**config.mk**
```make
export PLATFORM = sky130hd
export DESIGN_NAME = oflow_score_board
export DESIGN_NICKNAME = d
export VERILOG_FILES = /design/src/rtl/oflow_score_board_pkg.sv /design/src/rtl/oflow_score_board_new_id_gen.sv /design/src/rtl/oflow_score_board.sv
export SDC_FILE = /design/constraint.sdc
export NUM_CORES = 1
export LEC_CHECK = 0
export ABC_AREA = 1
export BUFFER_PORTS_ARGS = -buffer_cell sky130_fd_sc_hd__buf_4
export CAP_MARGIN = 15
export CELL_PAD_IN_SITES_DETAIL_PLACEMENT = 1
export CELL_PAD_IN_SITES_GLOBAL_PLACEMENT = 1
export CORE_UTILIZATION = 41
export CTS_CLUSTER_DIAMETER = 80
export DETAILED_ROUTE_END_ITERATION = 7
export GPL_TIMING_DRIVEN = 0
export HOLD_SLACK_MARGIN = 0.1
export PLACE_DENSITY_LB_ADDON = 0.1
export SLEW_MARGIN = 0
export SYNTH_ARGS = -nofsm -noshare
export SYNTH_HDL_FRONTEND = slang
export SYNTH_HIERARCHICAL = 1
export SYNTH_SLANG_ARGS = --single-unit
```
**constraint.sdc**
```tcl
create_clock -name clk -period 4.35 [get_ports clk]
set_input_delay 0.87 -clock clk [delete_from_list [all_inputs] [get_ports clk]]
set_output_delay 0.87 -clock clk [all_outputs]
set_load 0.01 [all_outputs]
```
**src/rtl/oflow_score_board_pkg.sv**
```systemverilog
// Shared types and widths for the frame-level score board.
// SCORE_LEN / ID_LEN are taken from the core defines when present.
`ifndef SCORE_LEN
`define SCORE_LEN 8
`endif
`ifndef ID_LEN
`define ID_LEN 8
`endif

package oflow_score_board_pkg;

  localparam int unsigned SCORE_W = `SCORE_LEN;
  localparam int unsigned ID_W    = `ID_LEN;
  localparam int unsigned MAX_OBJ = 16;
  localparam int unsigned IDX_W   = $clog2(MAX_OBJ);
  localparam int unsigned CNT_W   = IDX_W + 1;

  localparam logic [ID_W-1:0] NO_ID = '0;

  typedef enum logic [1:0] {
    S_IDLE    = 2'd0,
    S_COLLECT = 2'd1,
    S_RESOLVE = 2'd2,
    S_DONE    = 2'd3
  } state_t;

  typedef struct packed {
    logic               valid;
    logic [SCORE_W-1:0] score0;
    logic [ID_W-1:0]    id0;
    logic [SCORE_W-1:0] score1;
    logic [ID_W-1:0]    id1;
  } entry_t;

  // Successor id that skips NO_ID on wrap.
  function automatic logic [ID_W-1:0] next_id(input logic [ID_W-1:0] id);
    if (id == '1) next_id = ID_W'(1);
    else          next_id = id + ID_W'(1);
  endfunction

endpackage

```
**src/rtl/oflow_score_board_new_id_gen.sv**
```systemverilog
// Fresh-id generator: starts at 1, persists across frames, never yields 0.
module oflow_score_board_new_id_gen
  import oflow_score_board_pkg::*;
(
  input  logic            clk,
  input  logic            reset_N,
  input  logic            alloc,
  output logic [ID_W-1:0] new_id
);

  always_ff @(posedge clk) begin
    if (!reset_N)   new_id <= ID_W'(1);
    else if (alloc) new_id <= next_id(new_id);
  end

endmodule

```
**src/rtl/oflow_score_board.sv**
```systemverilog
// Match arbiter: captures best/second candidates per object, then resolves
// unique final ids in index order. Optional macro OFLOW_SCORE_BOARD_THRESHOLD_EN
// adds the score <= score_threshold test to candidate usability.
module oflow_score_board
  import oflow_score_board_pkg::*;
(
  input  logic               clk,
  input  logic               reset_N,
  input  logic               start_score_board,
  input  logic               done_score_calc,
  input  logic [IDX_W-1:0]   obj_idx,
  input  logic [SCORE_W-1:0] min_score_0,
  input  logic [ID_W-1:0]    min_id_0,
  input  logic [SCORE_W-1:0] min_score_1,
  input  logic [ID_W-1:0]    min_id_1,
  input  logic [SCORE_W-1:0] score_threshold,
  input  logic               start_resolve,
  input  logic [CNT_W-1:0]   num_objects,
  output logic               final_valid,
  output logic [IDX_W-1:0]   final_obj_idx,
  output logic [ID_W-1:0]    final_id,
  output logic               final_is_new,
  output logic               done_score_board,
  output logic               busy
);

  state_t             state_q, state_d;
  entry_t             tbl_q [MAX_OBJ];
  logic [MAX_OBJ-1:0] asg_vld_q;
  logic [ID_W-1:0]    asg_id_q [MAX_OBJ];
  logic [CNT_W-1:0]   num_q;
  logic [CNT_W-1:0]   idx_q;
  logic [ID_W-1:0]    new_id;

  logic [CNT_W-1:0]   num_clamp_c;
  logic               idx_ok_c;
  logic               accept_resolve_c;
  logic               last_c;
  logic               resolving_c;
  logic               alloc_c;
  entry_t             cur_c;
  logic               claimed0_c, claimed1_c;
  logic               ok0_c, ok1_c;
  logic [ID_W-1:0]    sel_id_c;
  logic               sel_new_c;

  // Index range guard only matters when MAX_OBJ is not a power of two.
  if ((1 << IDX_W) > MAX_OBJ) begin : g_idx_chk
    assign idx_ok_c = 32'(obj_idx) < MAX_OBJ;
  end else begin : g_idx_full
    assign idx_ok_c = 1'b1;
  end

  assign num_clamp_c      = (num_objects > CNT_W'(MAX_OBJ)) ? CNT_W'(MAX_OBJ) : num_objects;
  assign accept_resolve_c = (state_q == S_COLLECT) && start_resolve && !start_score_board;
  assign last_c           = (idx_q == num_q - CNT_W'(1));
  assign resolving_c      = (state_q == S_RESOLVE) && !start_score_board;
  assign alloc_c          = resolving_c && sel_new_c;

  always_ff @(posedge clk) begin
    if (!reset_N) state_q <= S_IDLE;
    else          state_q <= state_d;
  end

  // Next state plus the per-entry candidate decision.
  always_comb begin
    state_d    = state_q;
    cur_c      = tbl_q[idx_q[IDX_W-1:0]];
    claimed0_c = 1'b0;
    claimed1_c = 1'b0;
    sel_id_c   = new_id;
    sel_new_c  = 1'b1;

    for (int j = 0; j < MAX_OBJ; j++) begin
      if (asg_vld_q[j] && (asg_id_q[j] == cur_c.id0)) claimed0_c = 1'b1;
      if (asg_vld_q[j] && (asg_id_q[j] == cur_c.id1)) claimed1_c = 1'b1;
    end

    ok0_c = cur_c.valid && (cur_c.id0 != NO_ID) && !claimed0_c;
    ok1_c = cur_c.valid && (cur_c.id1 != NO_ID) && !claimed1_c;
`ifdef OFLOW_SCORE_BOARD_THRESHOLD_EN
    ok0_c = ok0_c && (cur_c.score0 <= score_threshold);
    ok1_c = ok1_c && (cur_c.score1 <= score_threshold);
`endif

    if (ok0_c) begin
      sel_id_c  = cur_c.id0;
      sel_new_c = 1'b0;
    end else if (ok1_c) begin
      sel_id_c  = cur_c.id1;
      sel_new_c = 1'b0;
    end

    case (state_q)
      S_IDLE:    if (start_score_board) state_d = S_COLLECT;
      S_COLLECT: begin
        // An empty frame has nothing to resolve and finishes straight away.
        if (start_score_board)  state_d = S_COLLECT;
        else if (start_resolve) state_d = (num_clamp_c == '0) ? S_DONE : S_RESOLVE;
      end
      S_RESOLVE: begin
        if (start_score_board) state_d = S_COLLECT;
        else if (last_c)       state_d = S_DONE;
      end
      S_DONE:    state_d = start_score_board ? S_COLLECT : S_IDLE;
      default:   state_d = S_IDLE;
    endcase
  end

`ifndef OFLOW_SCORE_BOARD_THRESHOLD_EN
  logic unused_score;
  assign unused_score = ^{score_threshold, cur_c.score0, cur_c.score1};
`endif

  // Candidate table; a new frame or abort clears the valid bits.
  always_ff @(posedge clk) begin
    if (!reset_N || start_score_board) begin
      for (int i = 0; i < MAX_OBJ; i++) tbl_q[i].valid <= 1'b0;
    end else if ((state_q == S_COLLECT) && done_score_calc && idx_ok_c) begin
      tbl_q[obj_idx] <= '{valid: 1'b1, score0: min_score_0, id0: min_id_0,
                          score1: min_score_1, id1: min_id_1};
    end
  end

  // Ids already handed out this frame, plus the resolve walk pointer.
  always_ff @(posedge clk) begin
    if (!reset_N) begin
      asg_vld_q <= '0;
      num_q     <= '0;
      idx_q     <= '0;
    end else if (start_score_board) begin
      asg_vld_q <= '0;
    end else if (accept_resolve_c) begin
      asg_vld_q <= '0;
      num_q     <= num_clamp_c;
      idx_q     <= '0;
    end else if (state_q == S_RESOLVE) begin
      asg_vld_q[idx_q[IDX_W-1:0]] <= 1'b1;
      asg_id_q[idx_q[IDX_W-1:0]]  <= sel_id_c;
      idx_q                       <= idx_q + CNT_W'(1);
    end
  end

  always_ff @(posedge clk) begin
    if (!reset_N) begin
      final_valid      <= 1'b0;
      final_obj_idx    <= '0;
      final_id         <= '0;
      final_is_new     <= 1'b0;
      done_score_board <= 1'b0;
      busy             <= 1'b0;
    end else begin
      final_valid      <= resolving_c;
      done_score_board <= (state_q == S_DONE) && !start_score_board;
      busy             <= (state_d == S_RESOLVE) || (state_d == S_DONE);
      if (resolving_c) begin
        final_obj_idx <= idx_q[IDX_W-1:0];
        final_id      <= sel_id_c;
        final_is_new  <= sel_new_c;
      end
    end
  end

  oflow_score_board_new_id_gen u_new_id_gen (
    .clk     (clk),
    .reset_N (reset_N),
    .alloc   (alloc_c),
    .new_id  (new_id)
  );

endmodule

```
==> run summary, run 1 <==
The run finished with clean final reports. The max-slew violation count came to 0. The compound-cell area share of the yosys netlist is ~4.8%.

The pre-CTS setup slack is -1090 ps. The final critical path takes up approximately 96% of the cycle. The post-CTS clock slew at the launch and capture registers of the worst setup and hold paths came out at approximately 60 ps. In the global route stage, overall resource usage came out at about a third. In this run the worst hold path is classified as flip-flop to flip-flop. The adder and majority gate portion of the synthesized area came out at 0.326%. The worst setup path is captured at a flip-flop.

In this run, CTS created clock tree buffers numbering 53. The floorplan row count came out at 86. The number of antenna violations at the first check in global routing came out at 1. The global routing stage identified its most utilized layer as met2. The worst setup path category is flip-flop to flip-flop.

The number of antenna-violating nets in the routed design came out at 0. The final worst slack came out at 190 ps. The worst clock skew is between 20 and 25 ps. The detailed router placed 20023 vias in this run. After the first detailed-routing iteration, the DRC count stood at 2261. The number of hold-slack violations in the final timing report came out at 0. The maximum level of the CTS H-tree came out at 2. The count of buffers from port buffering came out at 45.

The proportion of register bits with asynchronous set or reset after synthesis is 0%. The number of endpoints failing setup at the final stage came out at 0. The share of the Yosys chip area taken by registers is between 50 and 60%. The average instance area after synthesis is roughly 8.7 um2.

The multiplexer fraction of the synthesized cell area is 0%. The leakage power came out at approximately 11 nW. Summing all multi-input logic gate instances after layout gives between 8000 and 9000 um2. The buffer levels on the longest clock path came out at 3.

The power density normalized to cell area is between 300 and 400 nW/um2. After Yosys synthesis, XOR and XNOR cells account for under 10% of the synthesized area. The peak supply drop is 0.000354 V. After layout, the minimum clock period comes to a little over 4000 ps. Counting the fill cells in the layout gives ~6500. For the worst setup path, the data arrival time is roughly 4700 ps. The number of global-route vias before repair came to 19963.

The master cell of the clock root buffer is sky130_fd_sc_hd__clkbuf_16. For this run, the number of Yosys warnings is 6. The post-synth net total came out at ~2700.

The placer's final routability congestion estimate came out at a little over 0.9. Static timing analysis puts the maximum clock frequency at between 200 and 250 MHz. The wire length per cell is approximately 26 um. Synthesis instantiated 41 different standard cells from the library. In the global route stage, met1 resource usage came out at between 40% and 50%. The fraction of final layout cells with drive strength greater than 1 came out at 12.0%.

Once layout is complete, the utilization of the core stands at 48.4%. Global routing used about 50% of the available met2 tracks. The clock latency at the later pin of the worst-skew pair is about 630 ps. The total core area came out at 55300 um2. In the global route stage, met3 resource usage came out at 5.16%.

The die covers 57200 um2. The floorplan die width is 239 um. The total grt overflow is 0.

The number of storage elements in the synthesis netlist came out at around 460. The I/O pin count came out at 70. The synthesized netlist devotes 27.5% of its cell area to simple gates. The largest net degree at the start of global routing came out at 17. The height of the chip is roughly 240 um.

The normalized max-slew margin is between 30 and 40%. The growth of design area from synthesis to finish came out at 16.2%. The initial standard-cell utilization of the core is about two fifths.

In the synthesized netlist, the number of instances is 2639. The critical path data required time is a little under 5000 ps. The accumulated negative setup slack is 0 ps. The main combinational cell family by area after synthesis is simple AND/OR/NAND/NOR gates. The count of unresolved DRC violations after routing came out at 0. The final standard cell count with taps included and fillers excluded is 3563. At the pin with the least slew margin, the transition time is roughly 1000 ps. The wire length of the first global-routing pass is around 130000 um.

The final layout contains routed wiring with a total length of 93500 um. STA classifies the critical path startpoint as a flip-flop. The number of iterations in the first detailed-routing pass came out at 5.

The number of clock sinks came out at between 400 and 500. The final hold slack is between 400 and 500 ps. The sequential standard cell area came out at between 10000 and 15000 um2. The number of antenna diodes in the final layout is 0.

The number of enable-type register cells in the synthesized netlist came out at 384. In this run the worst path has a maximum fanout of 10. TritonCTS built the clock tree. The placed cell count came out at approximately 3400.

The synthesized cell area came out at approximately 23000 um2. The mean number of vias per cell came out at ~5.6. The detailed placement HPWL is roughly 63000 um.

The most used flip-flop cell after synthesis is sky130_fd_sc_hd__edfxtp_1. The number of nets in the layout is approximately 2800. The count of max-cap constraint violations came out at 0.
## cell type report
class,count,area share [%]
inverters,342,4.85
well taps,748,3.49
clock buffers,74,5.66
repair buffers,79,2.77
multi-input cells,1743,31.6
clock inverters,23,0.523
flip-flops and latches,456,48.4
plain buffers,98,2.73
## metal layers
metal	part of all wire, %	up-vias	wire length (um)
met2	43	971	40700
li1	-	8915	-
met1	44	9958	41200
met3	9.0	179	8430
met5	0	-	0
met4	3.4	0	3210
## flip-flops by register name, indices dropped and copies added, names as in the netlist, named ones only
register / count
asg_id_q: 128
asg_vld_q: 16
busy: 1
done_score_board: 1
final_id: 8
final_is_new: 1
final_obj_idx: 4
final_valid: 1
idx_q: 5
num_q: 5
state_q: 2
tbl_q: 272
u_new_id_gen/new_id: 8
## critical path: stages (launching register included)
cell                      delay [ps]
sky130_fd_sc_hd__dfxtp_1         330
sky130_fd_sc_hd__buf_6           170
sky130_fd_sc_hd__inv_4            60
sky130_fd_sc_hd__buf_4           180
sky130_fd_sc_hd__nand2_1          60
sky130_fd_sc_hd__nand3_1          80
sky130_fd_sc_hd__nand3_1         110
sky130_fd_sc_hd__nand3_2         350
sky130_fd_sc_hd__nand2_2         330
sky130_fd_sc_hd__buf_2           400
sky130_fd_sc_hd__nand2_1         110
sky130_fd_sc_hd__nand2_1          80
sky130_fd_sc_hd__nor2_1           40
sky130_fd_sc_hd__nand3_1          70
sky130_fd_sc_hd__nor2_1           60
sky130_fd_sc_hd__nor2_2          220
sky130_fd_sc_hd__nand2_1         140
sky130_fd_sc_hd__nor2_1          150
sky130_fd_sc_hd__nand3_2         230
sky130_fd_sc_hd__nand3_1         220
sky130_fd_sc_hd__inv_1           130
sky130_fd_sc_hd__nand3_1         140
sky130_fd_sc_hd__nand2_1         120
sky130_fd_sc_hd__nand3_2         100
sky130_fd_sc_hd__nand2_1          60
sky130_fd_sc_hd__nor2_1           90
## what timing repair did
item	4_1_cts	5_1_grt
endpoints found under the hold margin	0	0
gates cloned	0	0
pin swaps	0	3
hold buffers	0	0
buffers inserted	2	14
setup endpoints to repair	145	136
gates resized for setup	40	33
## path summary, 6_finish.rpt
check                  start                      to  slack, ps  depth (start not counted)
setup reg to reg   flip-flop  u_new_id_gen/new_id[7]        190                         25
hold reg to reg   state_q[0]        done_score_board        450                          2
hold / removal    state_q[0]        done_score_board        450                          2
setup / recovery   flip-flop  u_new_id_gen/new_id[7]        190                         25
## layout by cell type (no fill, tap or decap), types with 5 or more instances in the layout
cell | synthesis | final
sky130_fd_sc_hd__nand2_1 | 677 | 668
sky130_fd_sc_hd__clkbuf_1 | 18 | 23
sky130_fd_sc_hd__clkinv_2 | 1 | 10
sky130_fd_sc_hd__nand3_4 | 8 | 18
sky130_fd_sc_hd__nand3b_1 | 11 | 11
sky130_fd_sc_hd__clkbuf_2 | 0 | 6
sky130_fd_sc_hd__o21ai_0 | 85 | 85
sky130_fd_sc_hd__inv_2 | 8 | 6
sky130_fd_sc_hd__nand3_1 | 342 | 338
sky130_fd_sc_hd__inv_1 | 330 | 329
sky130_fd_sc_hd__buf_6 | 29 | 30
sky130_fd_sc_hd__nor2_2 | 3 | 15
sky130_fd_sc_hd__a21oi_1 | 54 | 54
sky130_fd_sc_hd__nand4_1 | 12 | 12
sky130_fd_sc_hd__xor2_1 | 55 | 55
sky130_fd_sc_hd__ha_1 | 6 | 6
sky130_fd_sc_hd__o211ai_1 | 14 | 14
sky130_fd_sc_hd__nor4_2 | 0 | 6
sky130_fd_sc_hd__nor2_4 | 2 | 10
sky130_fd_sc_hd__clkinv_1 | 2 | 13
sky130_fd_sc_hd__nand3_2 | 20 | 14
sky130_fd_sc_hd__nor2_1 | 355 | 335
sky130_fd_sc_hd__xnor2_1 | 10 | 10
sky130_fd_sc_hd__nor3_1 | 9 | 9
sky130_fd_sc_hd__o21ai_1 | 36 | 36
sky130_fd_sc_hd__nand2_4 | 6 | 13
sky130_fd_sc_hd__buf_16 | 0 | 5
sky130_fd_sc_hd__buf_4 | 14 | 80
sky130_fd_sc_hd__buf_8 | 0 | 5
sky130_fd_sc_hd__buf_2 | 35 | 28
sky130_fd_sc_hd__o22ai_1 | 12 | 12
sky130_fd_sc_hd__clkbuf_8 | 0 | 7
sky130_fd_sc_hd__nand2_2 | 7 | 5
sky130_fd_sc_hd__clkbuf_16 | 0 | 55
sky130_fd_sc_hd__clkbuf_4 | 0 | 9
sky130_fd_sc_hd__edfxtp_1 | 384 | 384
sky130_fd_sc_hd__dfxtp_1 | 72 | 72
## cells in the mapped netlist (2+ instances only)
| master | number | area [um2] |
|---|---|---|
| sky130_fd_sc_hd__o211ai_1 | 14 | 105 |
| sky130_fd_sc_hd__inv_1 | 330 | 1240 |
| sky130_fd_sc_hd__nand2_2 | 7 | 43.8 |
| sky130_fd_sc_hd__nand3_2 | 20 | 200 |
| sky130_fd_sc_hd__buf_4 | 14 | 105 |
| sky130_fd_sc_hd__xnor2_1 | 10 | 87.6 |
| sky130_fd_sc_hd__buf_1 | 2 | 7.51 |
| sky130_fd_sc_hd__xor2_1 | 55 | 482 |
| sky130_fd_sc_hd__dfxtp_1 | 72 | 1440 |
| sky130_fd_sc_hd__buf_2 | 35 | 175 |
| sky130_fd_sc_hd__o22ai_1 | 12 | 75.1 |
| sky130_fd_sc_hd__o21ai_1 | 36 | 180 |
| sky130_fd_sc_hd__nand3_1 | 342 | 1710 |
| sky130_fd_sc_hd__nor2_4 | 2 | 22.5 |
| sky130_fd_sc_hd__clkbuf_1 | 18 | 67.6 |
| sky130_fd_sc_hd__nand4_1 | 12 | 75.1 |
| sky130_fd_sc_hd__nor2_1 | 355 | 1330 |
| sky130_fd_sc_hd__nor4_1 | 9 | 56.3 |
| sky130_fd_sc_hd__clkinv_1 | 2 | 7.51 |
| sky130_fd_sc_hd__nand3_4 | 8 | 140 |
| sky130_fd_sc_hd__o21ai_0 | 85 | 425 |
| sky130_fd_sc_hd__nand3b_1 | 11 | 82.6 |
| sky130_fd_sc_hd__nand2_4 | 6 | 67.6 |
| sky130_fd_sc_hd__inv_2 | 8 | 30.0 |
| sky130_fd_sc_hd__o21a_1 | 3 | 22.5 |
| sky130_fd_sc_hd__nor3_1 | 9 | 45.0 |
| sky130_fd_sc_hd__ha_1 | 6 | 75.1 |
| sky130_fd_sc_hd__buf_6 | 29 | 327 |
| sky130_fd_sc_hd__a21oi_1 | 54 | 270 |
| sky130_fd_sc_hd__edfxtp_1 | 384 | 11500 |
| sky130_fd_sc_hd__nand2_1 | 677 | 2540 |
| sky130_fd_sc_hd__nor2_2 | 3 | 18.8 |
## logic make-up after synthesis
family          Yosys count
simple gates           1463
xor+xnor                 66
flops                   456
buf+inv                 440
fa+ha+maj                 6
compound gates          208
## through the flow
stage | power, W | instance area, um2
3_5_place_dp | 0.00511 | 24700
5_1_grt | 0.00953 | 26800
4_1_cts | 0.00935 | 26500
6_report | 0.00935 | 26800
2_1_floorplan | 0.00495 | 23100
3_3_place_gp | 0.00509 | 24300
## where the power goes
| part | switching [W] | total (W) | internal (W) |
|---|---|---|---|
| registers | 0.00000502 | 0.00474 | 0.00473 |
| clock network | 0.00189 | 0.00432 | 0.00243 |
| logic | 0.000215 | 0.000285 | 0.0000704 |
| total | 0.00211 | 0.00935 | 0.00723 |
Power figures use the tool's default switching activity.
==> inputs of run 2 (changes only) <==
--- a/config.mk
+++ b/config.mk
@@ -6,13 +6,14 @@
 export NUM_CORES = 1
 export LEC_CHECK = 0
 export ABC_AREA = 1
-export BUFFER_PORTS_ARGS = -buffer_cell sky130_fd_sc_hd__buf_4
 export CAP_MARGIN = 15
 export CELL_PAD_IN_SITES_DETAIL_PLACEMENT = 1
 export CELL_PAD_IN_SITES_GLOBAL_PLACEMENT = 1
+export CORE_ASPECT_RATIO = 1.2
 export CORE_UTILIZATION = 41
 export CTS_CLUSTER_DIAMETER = 80
 export DETAILED_ROUTE_END_ITERATION = 7
+export DONT_BUFFER_PORTS = 1
 export GPL_TIMING_DRIVEN = 0
 export HOLD_SLACK_MARGIN = 0.1
 export PLACE_DENSITY_LB_ADDON = 0.1
==> run summary, run 2 (synthesized netlist as in run 1, its figures left out) <==
The run finished with clean final reports. Routability-driven placement finished with a final weighted congestion of approximately 0.94. The terminating pin of the worst hold path is tbl_q[3][19]. The initial standard-cell utilization of the core is about two fifths.

The depth of the worst hold-timing path came out at 0. The power density normalized to cell area is roughly 350 nW/um2. The number of antenna violations at the first check in global routing is 0. For the pin with the worst max-slew slack, the measured transition is ~1100 ps. The critical path is of the flip-flop to flip-flop type. Detailed routing inserted a total of ~20000 vias. The count of buffers added on input and output ports is 0. The number of clock sinks came out at 456. The worst clock skew came out at 31.3 ps.

Counting I/O delays and the setup requirement, the final critical path takes 4150 ps. The number of endpoints failing setup at the final stage came out at 0. The total grt overflow came out at 0. The arrival time at the worst endpoint is approximately 4500 ps. The count of max-cap constraint violations is 0. The max-slew violation count came out at 0. The mean number of vias per cell came out at between 5 and 6. The peak supply drop came out at roughly 0.00044 V. The growth of design area from synthesis to finish came out at 14.1%. The capture point of the worst reg-to-reg path is asg_id_q[9][2]. STA classifies the critical path endpoint as a flip-flop. In this run the count of I/O pins placed on the die edge is 70. The number of nets in the layout came out at about 2800. The accumulated negative setup slack came out at 0 ps.

The fraction of final layout cells with drive strength greater than 1 came out at between 10% and 20%. The startpoint identified for the worst hold timing path is min_id_0[3]. The clock latency at the later pin of the worst-skew pair is around 620 ps. The overall global routing resource usage is 32.9%. The register ranked first by flip-flop count is tbl_q. The floorplan die width is between 200 and 250 um.

The number of hold-slack violations in the final timing report is 0. The detail route stage leaves a number of antenna-violating nets equal to 0. The leakage power is ~11 nW.

In this run, the number of DRC markers left after iteration 0 of detailed routing was 1403. The normalized max-slew margin is 28.8%. The number of inserted filler cells in the final layout came out at 6366. The height of the chip came out at approximately 260 um. The total die area is around 57000 um2. The total core area is roughly 55000 um2. The final cycle utilization of the critical path is approximately 95%. The clock passes through at most 3 buffers. The number of buffers created by CTS is 50. The tightest min-delay check is of the input port to flip-flop type. The number of global-route vias before repair came out at around 20000. Leaving out fill and tap cells, the most frequent cell in the layout is sky130_fd_sc_hd__nand2_1. The count of antenna diodes in the layout is 0. After detailed routing, the total wire length is 93900 um.

Clock-pin slew was measured on the worst setup and hold paths at approximately 60 ps. The critical path data required time is between 4000 and 5000 ps. After detailed routing, the number of remaining DRC violations is 0. Setup repair after global routing left no endpoint under its margin. The multi-input combinational cells in the finished layout cover a total of 8490 um2.

TritonCTS built the clock tree. The sequential standard cell area came out at about 13000 um2. The number of flip-flops under the largest register name came out at 272.

The largest net degree at the start of global routing is 17. The maximum operating frequency is around 240 MHz. The wire length of the first global-routing pass came out at 133000 um. The detailed placement HPWL is approximately 63000 um. The clock tree synthesis step divided the H-tree into 2 levels. The library cells used most frequently in the layout, excluding fill and tap cells, are 669 x sky130_fd_sc_hd__nand2_1, 384 x sky130_fd_sc_hd__edfxtp_1, 338 x sky130_fd_sc_hd__nand3_1. In this run the clock root is driven by a sky130_fd_sc_hd__clkbuf_16. STA classifies the critical path startpoint as a flip-flop.

The internal reg-to-reg setup slack is approximately 200 ps. After floorplanning, the core was divided into 94 placement rows. The number of iterations in the first detailed-routing pass came out at 5.

Across all hold checks on the routed design, the worst slack comes to between 300 and 400 ps. The worst register-to-register path has a depth of 20. In this run the worst path has a maximum fanout of 16.

The wire length per cell came out at around 27 um.
==> run 2: cell types whose count changed in the layout (fill, tap and decap cells not counted), sizes merged <==
| cell | previous run | this run |
|---|---|---|
| clkdlybuf4s15 | 2 | 1 |
| buf | 149 | 97 |
| clkbuf | 100 | 94 |
| bufinv | 0 | 3 |
| clkinvlp | 1 | 0 |
| clkinv | 26 | 23 |
| inv | 338 | 342 |
==> run 2: critical path: stages, from the launching register on <==
cell,delay (ps)
sky130_fd_sc_hd__dfxtp_1,320
sky130_fd_sc_hd__buf_4,230
sky130_fd_sc_hd__inv_2,70
sky130_fd_sc_hd__buf_6,160
sky130_fd_sc_hd__clkbuf_4,230
sky130_fd_sc_hd__nor2_1,130
sky130_fd_sc_hd__o21ai_0,110
sky130_fd_sc_hd__nand3_1,150
sky130_fd_sc_hd__nand3_1,140
sky130_fd_sc_hd__nand2_2,380
sky130_fd_sc_hd__buf_6,300
sky130_fd_sc_hd__xnor2_1,100
sky130_fd_sc_hd__nand3_1,80
sky130_fd_sc_hd__nor2_1,50
sky130_fd_sc_hd__nor2_1,310
sky130_fd_sc_hd__nand2_1,150
sky130_fd_sc_hd__nor2_2,150
sky130_fd_sc_hd__nand3_4,160
sky130_fd_sc_hd__clkinv_2,140
sky130_fd_sc_hd__nand2_1,120
sky130_fd_sc_hd__nand2_4,350
==> run 2: area by class of cell <==
class	instances	share of cell area, %
Buffer	98	2.78
Multi-Input combinational cell	1743	32.3
Tap cell	720	3.42
Timing Repair Buffer	27	1.20
Inverter	342	4.92
Clock buffer	67	5.26
Sequential cell	456	49.3
Clock inverter	26	0.851
==> run 2: worst max-delay path by stage <==
stage / startpoint / to / slack, ps / cells after the start
after CTS: flip-flop / u_new_id_gen/new_id[6] / 20 / 23
final: flip-flop / asg_id_q[9][2] / 200 / 20
after global routing: flip-flop / u_new_id_gen/new_id[6] / 9 / 24
after detailed placement: flip-flop / asg_id_q[7][5] / -1150 / 19
after global placement: flip-flop / asg_id_q[0][5] / -1120 / 19
after floorplan: reset_N / tbl_q[4][0] / 1200 / 8
==> run 2: timing repair <==
item,4_1_cts,5_1_grt
endpoints found under the setup margin,145,136
setup buffers,4,9
pin swaps,1,1
hold buffers,0,0
resized for setup,45,29
endpoints found under the hold margin,0,0
==> run 2: layer usage <==
layer	share of wire (%)	routed length (um)	track usage, %
met1	38	35700	37.9
met2	50	46700	57.4
met3	5.9	5520	5.07
met4	6.3	5910	20.2
met5	0	0	0
==> run 2: power breakdown <==
group / internal (W) / leakage (nW) / total (W) / switching [W]
Combinational: 0.0000504 / 6.10 / 0.000226 / 0.000176
Clock: 0.00241 / 0.794 / 0.00427 / 0.00186
Sequential: 0.00473 / 4.06 / 0.00474 / 0.00000611
==> run 2: per-stage QoR <==
step / worst slack [ps] / cells / cell area, um2 / power, W / util [%]
final: 200 / 3479 / 26300 / 0.00924 / 47.7
after global routing: 9.25 / 3479 / 26300 / 0.00943 / 47.7
after CTS: 19.3 / 3469 / 26100 / 0.00927 / 47.4
after detailed placement: -1150 / 3372 / 24300 / 0.00505 / 44.1
after global placement: -1120 / 3359 / 24000 / 0.00504 / 43.4
after floorplan: 1200 / 2639 / 23100 / 0.00495 / -
